==> config.mk <==
export PLATFORM = sky130hd
export DESIGN_NAME = hazard_ctrl
export DESIGN_NICKNAME = d
export VERILOG_FILES = /design/src/rtl/hazard_ctrl.sv
export SDC_FILE = /design/constraint.sdc
export NUM_CORES = 1
export LEC_CHECK = 0
export ABC_AREA = 1
export BUFFER_PORTS_ARGS = -buffer_cell sky130_fd_sc_hd__buf_2
export CAP_MARGIN = 40
export CORE_AREA = 2 2 125 127
export DETAILED_ROUTE_END_ITERATION = 8
export DIE_AREA = 0 0 127 129
export PLACE_DENSITY_LB_ADDON = 0.12
export SYNTH_ARGS = -nofsm -noshare
export SYNTH_HDL_FRONTEND = slang
export SYNTH_SLANG_ARGS = --single-unit
export TNS_END_PERCENT = 30
==> constraint.sdc <==
create_clock -name clk -period 2.3 [get_ports clk]
set_clock_uncertainty 0.05 [all_clocks]
set_input_delay 0.575 -clock clk [delete_from_list [all_inputs] [get_ports clk]]
set_output_delay 0.575 -clock clk [all_outputs]
set_load 0.005 [all_outputs]
==> src/rtl/hazard_ctrl.sv <==
// Hazard and control-recovery unit: load-use / HI-LO stalls, EXE-stage branch
// resolution with flush+redirect, mult/div interlock FSM, predictor update, perf counters.
module hazard_ctrl #(
   parameter int MD_CYCLES = 32
) (
   input  logic        clk,
   input  logic        rst_n,
   input  logic [4:0]  id_rsa,
   input  logic [4:0]  id_rta,
   input  logic        id_use_rs,
   input  logic        id_use_rt,
   input  logic        id_hilo_use,
   input  logic [4:0]  exe_rwa,
   input  logic        exe_drce,
   input  logic [31:0] exe_pc,
   input  logic [31:0] exe_npc,
   input  logic        exe_pred_branch,
   input  logic        exe_pred_taken,
   input  logic [31:0] exe_pred_npc,
   input  logic        exe_branch,
   input  logic        exe_taken,
   input  logic [31:0] exe_target,
   input  logic        exe_md_start,
   output logic        pc_stall,
   output logic        ifid_stall,
   output logic        idexe_stall,
   output logic        ifid_flush,
   output logic        idexe_flush,
   output logic        redirect_valid,
   output logic [31:0] redirect_pc,
   output logic        md_busy,
   output logic        md_done,
   output logic        bp_upd_valid,
   output logic [31:0] bp_upd_pc,
   output logic [31:0] bp_upd_target,
   output logic        bp_upd_taken,
   output logic [31:0] branch_cnt,
   output logic [31:0] mispred_cnt
);

   typedef enum logic {RUN = 1'b0, BUSY = 1'b1} state_t;

   localparam logic [5:0] CNT_INIT = 6'(MD_CYCLES - 1);

   state_t      state_q, state_d;
   logic [5:0]  cnt_q, cnt_d;
   logic        lu, mis, hl, stall;
   logic        bp_valid_q, bp_valid_d, bp_taken_q, bp_taken_d;
   logic [31:0] bp_pc_q, bp_pc_d, bp_target_q, bp_target_d;
   logic [31:0] branch_cnt_q, branch_cnt_d, mispred_cnt_q, mispred_cnt_d;

   // Hazard detection and branch resolution are purely combinational.
   always_comb begin
      lu  = exe_drce && (exe_rwa != 5'd0) &&
            ((id_use_rs && (id_rsa == exe_rwa)) || (id_use_rt && (id_rta == exe_rwa)));
      mis = (exe_branch && ((exe_taken != exe_pred_taken) ||
                            (exe_taken && (exe_target != exe_pred_npc)))) ||
            (!exe_branch && exe_pred_branch && exe_pred_taken);
      hl  = md_busy && id_hilo_use;
      // The ID instruction is wrong-path on a mispredict, so never hold it.
      stall = !mis && (lu || hl);
   end

   assign pc_stall       = stall;
   assign ifid_stall     = stall;
   assign idexe_stall    = stall;
   assign ifid_flush     = mis;
   assign idexe_flush    = mis;
   assign redirect_valid = mis;
   assign redirect_pc    = (exe_branch && exe_taken) ? exe_target : exe_npc;

   always_ff @(posedge clk or negedge rst_n) begin
      if (!rst_n) begin
         state_q <= RUN;
         cnt_q   <= 6'd0;
      end else begin
         state_q <= state_d;
         cnt_q   <= cnt_d;
      end
   end

   always_comb begin
      state_d = state_q;
      cnt_d   = cnt_q;
      case (state_q)
         RUN: begin
            if (exe_md_start) begin
               state_d = BUSY;
               cnt_d   = CNT_INIT;
            end
         end
         BUSY: begin
            if (exe_md_start) begin
               cnt_d = CNT_INIT;
            end else if (cnt_q != 6'd0) begin
               cnt_d = cnt_q - 6'd1;
            end else begin
               state_d = RUN;
            end
         end
         default: state_d = RUN;
      endcase
   end

   always_comb begin
      md_busy = (state_q == BUSY);
      md_done = (state_q == BUSY) && (cnt_q == 6'd0);
   end

   always_comb begin
      bp_valid_d    = exe_branch;
      bp_pc_d       = exe_branch ? exe_pc     : bp_pc_q;
      bp_taken_d    = exe_branch ? exe_taken  : bp_taken_q;
      bp_target_d   = exe_branch ? exe_target : bp_target_q;
      branch_cnt_d  = branch_cnt_q + {31'd0, exe_branch};
      mispred_cnt_d = mispred_cnt_q + {31'd0, mis};
   end

   always_ff @(posedge clk or negedge rst_n) begin
      if (!rst_n) begin
         bp_valid_q    <= 1'b0;
         bp_pc_q       <= 32'd0;
         bp_taken_q    <= 1'b0;
         bp_target_q   <= 32'd0;
         branch_cnt_q  <= 32'd0;
         mispred_cnt_q <= 32'd0;
      end else begin
         bp_valid_q    <= bp_valid_d;
         bp_pc_q       <= bp_pc_d;
         bp_taken_q    <= bp_taken_d;
         bp_target_q   <= bp_target_d;
         branch_cnt_q  <= branch_cnt_d;
         mispred_cnt_q <= mispred_cnt_d;
      end
   end

   assign bp_upd_valid  = bp_valid_q;
   assign bp_upd_pc     = bp_pc_q;
   assign bp_upd_taken  = bp_taken_q;
   assign bp_upd_target = bp_target_q;
   assign branch_cnt    = branch_cnt_q;
   assign mispred_cnt   = mispred_cnt_q;

endmodule

==> impl_metrics.ini, run 1 <==
[clock_network]
clockBufferDepth = 2
clock-sinks = 137
clk_latency_ps = 420
cts-root-buf = clkbuf_16
cts_tree = done
cts_made_buffers = 17
cts.clk_slew.worst_paths_ps = 60
htree_num_levels = 4

[logic_synthesis]
synth.area.top_cells = dfrtp_1, nand2_1, xor2_1
synth_seq_cells = 137
ys_types = 33
muxShareOfSynthArea = 0.0178
syn_avg_cell_area_sq_um = 8.15
synth-simple-area-share = 0.271
syn_nets = 1014
synth_top_area_frac = 0.493
synth_top_family_by_area = simple AND/OR/NAND/NOR gates
synthAdderAreaFrac = 0.0108
postSynthCellCount = 854
yosysSeqAreaShare = 0.493
synth-compound-area-share = 0.0539
yosys.area.top_type = dfrtp_1
ys_warn_count = 0
yosys.area_share.xor_xnor = 0.0906
syn_area_sq_mm = 0.00696

[timing]
max_freq_mhz = 420
hold_viol = 0
finalCriticalPeriod_ps = 2380
rsz0062_at_grt = yes
worst_pin_slew_ps = 497
maxSlewHeadroom = 0.668
fin_crit_sh = 1.04
setup_viol_count_final = 10
drv_slew = 0
setup_slack_ps = -82.6

[critical_path]
slowest_delay_ps = 150
cp-start-kind = input pin
path_delay_family = simple AND/OR/NAND/NOR gates
critPathArrivalTime_ps = 1760
path_max_fanout = 3
cp-end-kind = output port
cp_slowest_cell = xnor2_2
path_buf_inv = 3
required_ps = 1670
path_class = in2out
cp_cell_sequence = buf_2, xnor2_2, nand2_1, nor2_2, nand2_1, nor2_1, nand3_1, nand2_2, nand2_4, buf_4, buf_2

[routing]
drtAntennaViolNets = 0
wl_per_cell_microns = 15.2
viasPerCell = 4.81
drt_iter0_markers = 345
drtPass1Iterations = 5
wirelength_microns = 22000
vias = 6933
drc = 0

[power_and_ir_drop]
vdd_ir_drop_max_mv = 0.590
finalPower_mw = 7.39
powerDensity_mw_per_mm2 = 725
leakagePower_nw = 5.71

[cells_and_area]
final_common_cell = buf_2
fin_area_sq_mm = 0.0102
area_delta_synth_final_pct = 46.6
fin_nets = 1400
fin_util = 0.681
regArea_sq_mm = 0.00343
layout_common_cells = buf_2, nand2_1, dfrtp_1
multi_input_area_sq_mm = 0.00321
fill_cells = 1344
drive_above_1_share = 0.397

[global_route]
grt_pass1_wl_microns = 34100
antenna_found_initial = 2
grt_pass1_vias = 6862
use_met2 = 0.478
grt_util_met1 = 0.316
grt_max_degree = 49
busiest_layer = met2
grt.total_usage = 0.268
grt_overflow_total = 0
grt_use_met3 = 0.0703

[placement]
dp_hpwl_microns = 17300
io_buffers = 323
pre_cts_ws_ps = -533
gp_congestion = 0.922
placed_area_sq_mm = 0.00930

[floorplanning]
ioPinCount = 324
fp.dieH_microns = 129
rows = 45
die_x_microns = 127
dieArea_sq_mm = 0.0164
initial_core_util = 0.465
core_sq_mm = 0.0150

[outcome]
status = finished, violations left
violations = negative setup slack

[run]
max_cap_violations = 0

[min_path]
hold_path_class = in2async
[per-layer routing]
| layer | share of wire | up-vias |
|---|---|---|
| met2 | 0.51 | 243 |
| met3 | 0.064 | 41 |
| met4 | 0.027 | 0 |
| li1 | - | 3450 |
| met5 | 0 | - |
| met1 | 0.40 | 3199 |
[worst paths after layout]
check / from / endpoint / slack (ps) / cells after the start
hold reg to reg: mispred_cnt[31] / mispred_cnt[31] / 410 / 1
setup / recovery: exe_pred_npc[24] / idexe_flush / -80 / 11
setup reg to reg: branch_cnt[0] / branch_cnt[30] / 450 / 9
hold / removal: rst_n / branch_cnt[16] / 30 / 1
min in group clk: exe_pc[9] / bp_upd_pc[9] / 300 / 3
max in group asynchronous: rst_n / cnt_q[4] / 1560 / 2
[state kept, by name (all words and copies together) (netlist names)]
register,count
bp_upd_valid,1
mispred_cnt,32
bp_upd_pc,32
bp_upd_taken,1
md_busy,1
bp_upd_target,32
cnt_q,6
branch_cnt,32
[power breakdown]
part           total (mW)  leakage, nW  switching, mW  internal (mW)
clock network        3.18        0.339           1.07           2.10
logic                1.33         3.68          0.692          0.638
registers            2.88         1.69          0.233           2.65
[cell type report]
class / count / area share
Sequential cell: 137 / 0.336
Multi-Input combinational cell: 604 / 0.314
Timing Repair Buffer: 391 / 0.223
Clock buffer: 19 / 0.0444
Inverter: 89 / 0.0362
Tap cell: 188 / 0.0231
Clock inverter: 13 / 0.0229
Antenna cell: 1 / 0.000245
[logic make-up after synthesis]
group | after synthesis
simple gates | 442
flops | 137
buf+inv | 113
compound gates | 73
xor+xnor | 72
mux | 11
fa+ha+maj | 6
[stage by stage]
stage	std cells	TNS, ps	hold slack [ps]
6_report	1442	-554	30.5
3_5_place_dp	1404	-9270	403
2_1_floorplan	854	-726	229
3_3_place_gp	1404	-7240	399
5_1_grt	1442	-2810	55.0
4_1_cts	1437	-292	26.7
[cells in the mapped netlist]
| library cell | instances |
|---|---|
| clkinv_1 | 1 |
| buf_4 | 4 |
| buf_1 | 2 |
| nand3_1 | 22 |
| buf_2 | 2 |
| and3_1 | 1 |
| inv_1 | 88 |
| ha_1 | 6 |
| nor3_2 | 1 |
| a21oi_1 | 9 |
| xnor2_1 | 30 |
| nand4_2 | 1 |
| clkbuf_1 | 16 |
| nor2_1 | 56 |
| mux2_2 | 11 |
| nor2_2 | 5 |
| o2bb2ai_1 | 1 |
| nor3_4 | 1 |
| nor3_1 | 24 |
| o21ai_0 | 60 |
| nand2_2 | 1 |
| dfrtp_1 | 137 |
| nor2_4 | 4 |
| nand2_4 | 2 |
| nand2_1 | 297 |
| o22ai_1 | 1 |
| o211ai_1 | 1 |
| xor2_1 | 42 |
| nor4_1 | 3 |
| nand3_2 | 2 |
| nand4_1 | 21 |
| o21bai_1 | 1 |
| nand3b_1 | 1 |
[repair_timing]
item	4_1_cts	5_1_grt
pin swaps	15	26
setup buffers	1	5
gates resized for setup	20	33
endpoints found under the setup margin	9	23
hold buffers	0	0
(Power assumes the default switching activity.)
==> run 2, diff against run 1 <==
--- a/config.mk
+++ b/config.mk
@@ -11,6 +11,7 @@
 export CORE_AREA = 2 2 125 127
 export DETAILED_ROUTE_END_ITERATION = 8
 export DIE_AREA = 0 0 127 129
+export HOLD_SLACK_MARGIN = 0.08
 export PLACE_DENSITY_LB_ADDON = 0.12
 export SYNTH_ARGS = -nofsm -noshare
 export SYNTH_HDL_FRONTEND = slang
==> run 2 against run 1 <==
  * The flow still finishes with violations (negative setup slack)
  * Global-route usage about the same
  * Via count increased by 0.23%
  * Critical path depth unchanged
  * Sequential power about the same
  * Critical path type unchanged
==> impl_metrics.ini, run 2 (synthesis results as in run 1) <==
[min_path]
holdPathStages = 3
hold_path_class = in2reg
hold_end = bp_upd_pc[9]
hp-start = exe_pc[9]

[timing]
maxSlewHeadroom = 0.666
rsz0062_at_grt = yes
fin_crit_sh = 1.04
tns_ps = -548
max_freq_mhz = 420
hold_slack_ps = 302
drv_slew = 0
setup_slack_ps = -83.3
worst_pin_slew_ps = 500
setup_viol_count_final = 10
hold_viol = 0
finalCriticalPeriod_ps = 2380

[routing]
drt_iter0_markers = 344
wirelength_microns = 21900
wl_per_cell_microns = 15.2
drc = 0
drtAntennaViolNets = 0
viasPerCell = 4.82
drtPass1Iterations = 5
vias = 6949

[critical_path]
critPathArrivalTime_ps = 1760
rr_worst_depth = 9
required_ps = 1670
r2r-start = branch_cnt[0]
path_max_fanout = 3
cp-start-kind = input pin
path_class = in2out
r2r_end = branch_cnt[30]
cp-end-kind = output port
ff2ff_setup_slack_ps = 450

[power_and_ir_drop]
finalPower_mw = 7.39
clkPwrFrac = 0.430
switchingPower_mw = 1.99
vdd_ir_drop_max_mv = 0.593
leakagePower_nw = 5.71
seqPwrFrac = 0.390
pwr-share-comb = 0.180
p_int_mw = 5.39
sw_frac_of_total = 0.270
powerDensity_mw_per_mm2 = 724

[cells_and_area]
drive_above_1_share = 0.396
area_delta_synth_final_pct = 46.7
layout_common_cells = buf_2, nand2_1, dfrtp_1
regArea_sq_mm = 0.00343
final_common_cell = buf_2
fill_cells = 1343
fin_util = 0.682
multi_input_area_sq_mm = 0.00321
fin_nets = 1401

[global_route]
grt.total_usage = 0.268
grt_util_met1 = 0.316
busiest_layer = met2
antenna_found_initial = 2
grt_use_met3 = 0.0703
use_met2 = 0.478
grt_max_degree = 49
grt_pass1_wl_microns = 34100
grt_pass1_vias = 6874
grt_overflow_total = 0

[clock_network]
cts.clk_slew.worst_paths_ps = 60
cts_made_buffers = 17
cts_tree = done
clk_latency_ps = 420
htree_num_levels = 4
cts-root-buf = clkbuf_16
clockBufferDepth = 2
clock-sinks = 137

[placement]
dp_hpwl_microns = 17300
gp_congestion = 0.922
io_buffers = 323

[floorplanning]
fp.dieH_microns = 129
ioPinCount = 324
dieArea_sq_mm = 0.0164
rows = 45
initial_core_util = 0.465
die_x_microns = 127
core_sq_mm = 0.0150

[outcome]
violations = negative setup slack
status = finished, violations left

[run]
max_cap_violations = 0
==> run 2: cell count changes in the layout (fill, tap and decap cells not counted) <==
cell / delta
dlygate4sd3_1: +1
==> run 2: stage by stage <==
step / area (sq um) / setup slack [ps] / instances
after floorplan: 7040 / -224 / 854
after global placement: 9300 / -467 / 1404
after detailed placement: 9300 / -533 / 1404
after CTS: 10100 / -90.3 / 1438
after global routing: 10200 / -251 / 1443
final: 10200 / -83.3 / 1443
==> run 2: final cells by class <==
| cell class | count | area share |
|---|---|---|
| Antenna cell | 1 | 0.000245 |
| Clock buffer | 19 | 0.0444 |
| Clock inverter | 13 | 0.0229 |
| Inverter | 89 | 0.0362 |
| Multi-Input combinational cell | 604 | 0.314 |
| Sequential cell | 137 | 0.336 |
| Tap cell | 188 | 0.0230 |
| Timing Repair Buffer | 392 | 0.223 |
==> run 2: worst max-delay path: stages <==
cell and delay [ps]:
buf_2 120, xnor2_2 150, nand2_1 110, nor2_2 110
nand2_1 60, nor2_1 80, nand3_1 90, nand2_2 80
nand2_4 80, buf_4 150, buf_2 140
==> run 2: worst max path at each step <==
stage          slack, ps               to              from
6_report             -80      idexe_flush  exe_pred_npc[24]
5_1_grt             -250  mispred_cnt[26]     exe_target[1]
4_1_cts              -90      idexe_stall   exe_pred_npc[2]
3_5_place_dp        -530  mispred_cnt[26]    exe_target[15]
3_3_place_gp        -470  mispred_cnt[26]    exe_target[15]
2_1_floorplan       -220  mispred_cnt[26]    exe_target[15]
==> run 2: power by group through the flow <==
stage	clock network (mW)	registers [mW]	logic [mW]
2_1_floorplan	0	2.91	0.505
3_3_place_gp	0	2.91	1.26
3_5_place_dp	0	2.92	1.29
4_1_cts	3.22	2.88	1.31
5_1_grt	3.32	2.92	1.48
6_report	3.17	2.88	1.33
==> run 2: what timing repair did <==
| action | 4_1_cts | 5_1_grt |
|---|---|---|
| buffers inserted | 1 | 5 |
| hold endpoints to repair | 43 | 0 |
| endpoints found under the setup margin | 9 | 23 |
| resized for setup | 20 | 33 |
| hold buffers | 1 | 0 |
| pin swaps | 15 | 26 |
==> run 2: layer usage <==
| layer | vias to the layer above | share of wire |
|---|---|---|
| met4 | 0 | 0.027 |
| met5 | - | 0 |
| met3 | 42 | 0.065 |
| li1 | 3457 | - |
| met1 | 3191 | 0.40 |
| met2 | 259 | 0.51 |
